==> src/rtl/instr_fetch_queue.sv <==
// Fetch front end: owns the PC, issues word fetches to a 1-cycle-latency
// instruction memory and buffers returned {pc, instruction} pairs in a small
// FIFO toward decode. Redirects from EX flush every younger fetch.
module instr_fetch_queue #(
  parameter logic [31:0] RESET_PC = 32'h0000_0000,
  parameter int          DEPTH    = 2
) (
  input  logic        clk_i,
  input  logic        rst_i,
  output logic        imem_req_o,
  output logic [31:0] imem_addr_o,
  input  logic [31:0] imem_rdata_i,
  input  logic        redirect_i,
  input  logic [31:0] redirect_pc_i,
  output logic        out_valid_o,
  input  logic        out_ready_i,
  output logic [31:0] out_insr_o,
  output logic [31:0] out_pc_o
);

  localparam int AW = (DEPTH > 1) ? $clog2(DEPTH) : 1;
  localparam int CW = $clog2(DEPTH + 1);

  typedef struct packed {
    logic [31:0] pc;
    logic [31:0] insr;
  } entry_t;

  entry_t        mem [DEPTH];
  logic [AW-1:0] rd_ptr;
  logic [AW-1:0] wr_ptr;
  logic [CW-1:0] count;
  logic [31:0]   pc;
  logic [31:0]   req_pc;
  logic          inflight;
  logic          kill;

  logic          pop;
  logic          push;
  logic [CW:0]   occ_after_pop;

  // Alignment bits of the redirect target are dropped on purpose.
  logic unused_redirect_lsbs;
  assign unused_redirect_lsbs = ^redirect_pc_i[1:0];

  // Handshake, issue and response-accept decisions for this cycle.
  always_comb begin
    // NOTE: every output of a combinational block gets a default first so no latch is inferred.
    out_valid_o   = 1'b0;
    pop           = 1'b0;
    push          = 1'b0;
    imem_req_o    = 1'b0;
    occ_after_pop = '0;

    out_valid_o   = (count != '0) && !redirect_i;
    pop           = out_valid_o && out_ready_i;
    // Slots committed next cycle: held entries plus the returning word, minus what leaves now.
    occ_after_pop = {1'b0, count} + {{CW{1'b0}}, inflight} - {{CW{1'b0}}, pop};
    imem_req_o    = !rst_i && !redirect_i && (occ_after_pop < (CW+1)'(DEPTH));
    // A response is kept only if it was not killed and no flush is happening now.
    push          = inflight && !kill && !redirect_i;
  end

  assign imem_addr_o = pc;
  assign out_insr_o  = mem[rd_ptr].insr;
  assign out_pc_o    = mem[rd_ptr].pc;

  // PC, in-flight tracking and FIFO pointer/count state.
  always_ff @(posedge clk_i) begin
    // NOTE: sequential state uses non-blocking assignments so every register samples pre-edge values.
    if (rst_i) begin
      pc       <= RESET_PC;
      req_pc   <= '0;
      inflight <= 1'b0;
      kill     <= 1'b0;
      rd_ptr   <= '0;
      wr_ptr   <= '0;
      count    <= '0;
    end else if (redirect_i) begin
      pc       <= {redirect_pc_i[31:2], 2'b00};
      inflight <= 1'b0;
      kill     <= inflight;
      rd_ptr   <= '0;
      wr_ptr   <= '0;
      count    <= '0;
    end else begin
      inflight <= imem_req_o;
      kill     <= 1'b0;
      if (imem_req_o) begin
        pc     <= pc + 32'd4;
        req_pc <= pc;
      end
      if (push) wr_ptr <= wr_ptr + 1'b1;
      if (pop)  rd_ptr <= rd_ptr + 1'b1;
      count <= count + CW'(push) - CW'(pop);
    end
  end

  // FIFO storage; cleared on reset so the head reads as zero out of reset.
  always_ff @(posedge clk_i) begin
    if (rst_i) begin
      // NOTE: the storage is tiny and the head must read zero after reset, so it is reset too.
      for (int i = 0; i < DEPTH; i++) mem[i] <= '0;
    end else if (push) begin
      mem[wr_ptr] <= '{pc: req_pc, insr: imem_rdata_i};
    end
  end

endmodule

==> config.mk <==
export PLATFORM = sky130hd
export DESIGN_NAME = instr_fetch_queue
export DESIGN_NICKNAME = d
export VERILOG_FILES = /design/src/rtl/instr_fetch_queue.sv
export SDC_FILE = /design/constraint.sdc
export NUM_CORES = 1
export LEC_CHECK = 0
export ABC_AREA = 1
export BUFFER_PORTS_ARGS = -buffer_cell sky130_fd_sc_hd__buf_2
export CAP_MARGIN = 20
export CORE_MARGIN = 2
export CORE_UTILIZATION = 40
export CTS_CLUSTER_SIZE = 8
export DETAILED_ROUTE_END_ITERATION = 12
export GPL_ROUTABILITY_DRIVEN = 0
export SYNTH_ARGS = -nofsm -noshare
export SYNTH_HDL_FRONTEND = slang
export SYNTH_SLANG_ARGS = --single-unit
==> constraint.sdc <==
create_clock -name clk_i -period 4.3 [get_ports clk_i]
set_input_delay 1.075 -clock clk_i [delete_from_list [all_inputs] [get_ports clk_i]]
set_output_delay 1.075 -clock clk_i [all_outputs]
set_load 0.02 [all_outputs]
Yosys cells after proc, flatten, opt, wreduce, memory -nomap -nowiden

Memory sizes are Yosys's and may differ from the RTL's. A register that Yosys moved wholly into a read port is not among the register bits.
Index checks and enable logic that the tools add are counted.

Memories: 1
Bits in writable memories: 128
Bits of input ports: 68
Register bits after elaboration: 70

Memory list:

| name | words | width | rd ports | clocked after Yosys merged registers in | write ports | RTL line | source |
|---|---|---|---|---|---|---|---|
| mem  | 2     | 64    | 1        | 1                                       | 2           | 29       | `entry_t mem [DEPTH];` |

$lt $le $gt $ge: 1
Reductions and logical operators: 15
Muxes and demuxes: 12
Add/sub/neg operators: 7
Bitwise logic cells: 1

Operators with widths:

| operator                | count |
|---|---|
| $mux W32                | 2 |
| $mux W64                | 1 |
| $reduce_or A64 Y1       | 1 |
| $add A32 B3 Y32 const B | 1 |
| $mux W1                 | 9 |
| $logic_and A1 B1 Y1     | 6 |
| $reduce_bool A2 Y1      | 2 |
| $reduce_or A2 Y1        | 2 |
| $add A2 B1 Y3           | 1 |
| $logic_not A1 Y1        | 3 |
| $lt A3 B2 Y1 const B    | 1 |
| $sub A3 B1 Y3           | 1 |
| $add A1 B1 Y1 const B   | 2 |
| $add A2 B1 Y2           | 1 |
| $reduce_and A2 Y1       | 1 |
| $sub A2 B1 Y2           | 1 |
| $not A1 Y1              | 1 |

Longest topological paths before layout

Word-level depth: 8
Gate-level depth with buffers: 18
Mapped depth without buffers: 17

Worst setup path after synthesis

Ideal clock, no wire load.

Path kind: input to output
Start: input port redirect_i
End: output port imem_req_o
Path buffers: 2
Cell stages on the path: 12
Arrival time: 3,381 ps
Path slack: -156 ps
Cell sequence: buf_2 -> a21oi_1 -> nand2_1 -> inv_1 -> ha_1 -> or2_2 -> fa_1 -> inv_1 -> nor2_4 -> nand2_4 -> inv_2 -> buf_4

Word-level cells in the longest chain between the ends: 6
Elaborated cells on any way between the ends: 7
Classes of those cells: 1 x add/sub; 1 x order compare; 5 x reduce/logical

Ends and longest elaborated chain:

| item                | RTL line | source |
|---|---|---|
| start: declaration  | 13       | `input logic redirect_i,` |
| $logic_not A1 Y1    | 55       | `out_valid_o = (count != '0) && !redirect_i;` |
| $logic_and A1 B1 Y1 | 55       |  |
| via out_valid_o     | 15       | `output logic out_valid_o,` |
| $logic_and A1 B1 Y1 | 56       | `pop = out_valid_o && out_ready_i;` |
| via pop             | 38       | `logic pop;` |
| $sub A3 B1 Y3       | 58       | `occ_after_pop = {1'b0, count} + {{CW{1'b0}}, inflight} - {{CW{1'b0}}, pop};` |
| $lt A3 B2 Y1        | 59       | `imem_req_o = !rst_i && !redirect_i && (occ_after_pop < (CW+1)'(DEPTH));` |
| $logic_and A1 B1 Y1 | 59       |  |
| end: declaration    | 10       | `output logic imem_req_o,` |

The timed path passes the listed nets, and every way through them passes these cells.

Final worst setup path

Start: input port redirect_i
End: output port imem_req_o

Word-level cells in the longest chain between the ends: 6
Elaborated cells on any way between the ends: 7
Classes of those cells: 1 x add/sub; 1 x order compare; 5 x reduce/logical

Ends and longest elaborated chain:

| item                | RTL line |
|---|---|
| $logic_not A1 Y1    | 55 |
| $logic_and A1 B1 Y1 | 55 |
| $logic_and A1 B1 Y1 | 56 |
| via pop             | 38 |
| $sub A3 B1 Y3       | 58 |
| $lt A3 B2 Y1        | 59 |
| $logic_and A1 B1 Y1 | 59 |

The timed path passes the listed nets, and every way through them passes these cells.

==> reports/metrics.csv <==
stage;metric;value;unit
routing;initial drt markers;385;
synthesis;Netlist cell types;41;
routing;# DRC;0;
worst_setup_path;R2R Setup Slk;1.14;ns
grt;total congestion overflow;0;
worst_setup_path;CP cell instances;buf_2, a21oi_2, nand2_1, inv_1, ha_1, or2_2, fa_1, inv_1, nor2_4, nand2_4, inv_2, buf_2;
run_status;status;finished, final reports clean;
synthesis;yosys warns;0;
grt;initial antenna violation count;0;
synthesis;EDFF count, synth;124;
synthesis;Cells after Synth;936;
worst_setup_path;Critical Path AT;2.99;ns
worst_setup_path;kind of critical path;input pin to output port;
clock_network;Setup Fix Bufs, Post-CTS;0;
clock_network;CTS tree;done;
power;Total Power;4.06;mW
clock_network;CTS Buf Count;17;
finish;most common cell after layout, fill and taps aside;nor2_1;
grt;Overall Global Routing Usage;17.3;%
clock_network;clock buffer depth;2;
floorplan;die area;23300;sq um
synthesis;Yosys top cell by area;edfxtp_1;
clock_network;Clk Latency, worst-skew pair;0.42;ns
clock_network;clock-pin slew on the worst setup and hold paths;0.07;ns
floorplan;Initial Util;40.6;%
floorplan;core area;21800;sq um
timing;Final Max Tran Viols;0;
routing;final WL;19900;microns
timing;final period utilization;94.5;%
power;Worst VDD drop;0.247;mV
power;Leakage;4.52;nW
clock_network;depth of the CTS H-tree;4;
power;pwr dens;387;nW/um^2
finish;layout overhead on the synthesized area;18.8;%
worst_setup_path;Worst Setup Start Kind;input pin;
routing;DR vias;6446;
clock_network;Clock Tree Root;clkbuf_16;
clock_network;CTS sink count;191;
worst_setup_path;Crit. End Element;output port;
placement;# port buffers;159;
synthesis;post-synth top area share;42.1;%
synthesis;Avg Cell Area, Syn;9.44;sq um
synthesis;Yosys reg bits;191;
synthesis;largest cells by area after synthesis;edfxtp_1 (42%), dfxtp_1 (15%), nor2_1 (8.2%);
placement;dpl hpwl;13100;microns
worst_setup_path;max incr delay on CP;0.49;ns
routing;Vias/cell;4.68;
grt;vias in the first global route;6098;
worst_setup_path;Crit Path Max Fanout;2;
timing;RSZ-0062 raised after global routing;false;
timing;fin worst setup slack;0.237;ns
timing;relative slew slack;50.5;%
min_path;Min-Delay Path Class;register to register;
routing;Final ANT Viol Nets;0;
synthesis;FFs w/ async S/R, synth;0;%
finish;ratio of cells with drive above 1 in the final layout;26.8;%
job;max-cap viol count;0;
placement;Place WS;0.239;ns
timing;final setup violation count;0;
finish;fillers;2133;
timing;Final TNS setup;0;ns
worst_setup_path;CP max-delay cell;fa_1;
synthesis;ys flop type;edfxtp_1;
grt;largest net degree at the start of global routing;88;
clock_network;post_cts resized;0;
worst_setup_path;WP data required;3.22;ns
timing;minimum clock period;4.06;ns
clock_network;hold_buf cts;0;
timing;endpoints failing hold;0;
worst_setup_path;CP bufs+invs;5;
timing;skew final;0.00755;ns
finish;nets@finish;1157;
floorplan;I/O pin count;166;
finish;Final Util;48.3;%
floorplan;Die Width;153;microns
finish;most frequent cells in the layout;nor2_1 (194), buf_2 (159), inv_1 (133), nand2_1 (131), edfxtp_1 (124);
grt;first-pass GRT wire length;32100;microns
floorplan;die height;153;microns
finish;n_diodes;0;
routing;wire per inst;14.4;microns
synthesis;Mapped Area;8840;sq um
timing;Max Freq;246;MHz
floorplan;Rows;54;
timing;Worst Tran Pin Value;0.743;ns
routing;DRT Pass-1 Iters;5;
worst_setup_path;critical path's top delay family;adder cells;
synthesis;Seq/Total Area, Yosys;57.3;%
-- synthesized netlist by cell type (2+ instances only) --
cell	count
nor2_4	2
buf_6	5
or2_2	3
buf_1	2
a21oi_1	26
nand3b_1	4
xor2_1	3
nor2_1	194
nand2_1	135
inv_2	2
a31oi_1	3
edfxtp_1	124
o21ai_0	25
nand2_4	2
buf_4	6
a22oi_1	2
a21oi_2	9
ha_1	4
mux2_2	62
nand2_2	2
nor3_1	3
nand4_1	5
o21ai_1	7
a211oi_1	14
dfxtp_1	67
nand3_1	48
clkbuf_1	14
buf_2	18
inv_1	133
-- flip-flops by register name (all words and copies together) (netlist names), named ones only --
signal and count:
kill 1, mem 124, wr_ptr 1, inflight 1
req_pc 30, count 2, rd_ptr 1, imem_addr_o 30
-- layer usage --
layer | part of all wire (%) | GRT usage, % | vias to the layer above | wire (microns)
met5 | 0 | 0 | - | 0
li1 | - | - | 3331 | -
met1 | 49 | 24.9 | 2891 | 9710
met2 | 44 | 26.9 | 207 | 8820
met3 | 5.7 | 3.19 | 17 | 1140
met4 | 1.1 | 4.50 | 0 | 223
-- cell families (layout without fill, tap and decap cells) --
group	count (synthesis)	after routing	synth area share [%]
compound gates	91	91	6.23
xor+xnor	4	4	0.396
fa+ha+maj	5	5	0.793
buf+inv	181	339	8.68
flops	191	191	57.3
mux	62	62	7.90
other cells	1	4	0.0424
simple gates	401	401	18.7
-- report_power, final --
part	total [mW]	switching, mW	internal, mW
Combinational	0.404	0.264	0.140
Clock	1.57	0.701	0.867
Sequential	2.09	0.0483	2.04
Total	4.06	1.01	3.05
-- final cells by class --
type	instances	area, sq um	area share [%]
clock inverters	14	158	1.50
multi-input cells	567	3030	28.9
well taps	280	350	3.34
inverters	136	515	4.91
clock buffers	18	429	4.09
repair buffers	171	948	9.03
flip-flops and latches	191	5070	48.2
-- worst min-delay path: cells and delay by family, from the launching register on --
family	cells	cell delay (ns)
DFF	1	0.31
and+or+nand+nor	1	0.06
AOI/OAI and AO/OA	1	0.05
-- final timing paths --
path	start	endpoint	depth (start not counted)
hold reg to reg	req_pc[2]	req_pc[2]	2
setup reg to reg	count[1]	imem_addr_o[5]	17
setup / recovery	redirect_i	imem_req_o	12
hold / removal	req_pc[2]	req_pc[2]	2
-- stage by stage --
stage          hold slack, ns  area, sq um  cells
2_1_floorplan           0.445         8850    939
3_3_place_gp            0.453         9910   1345
3_5_place_dp            0.457         9910   1345
4_1_cts                 0.468        10500   1377
5_1_grt                 0.483        10500   1377
6_report                0.466        10500   1377
No activity file was read; power rests on OpenSTA's default activity.
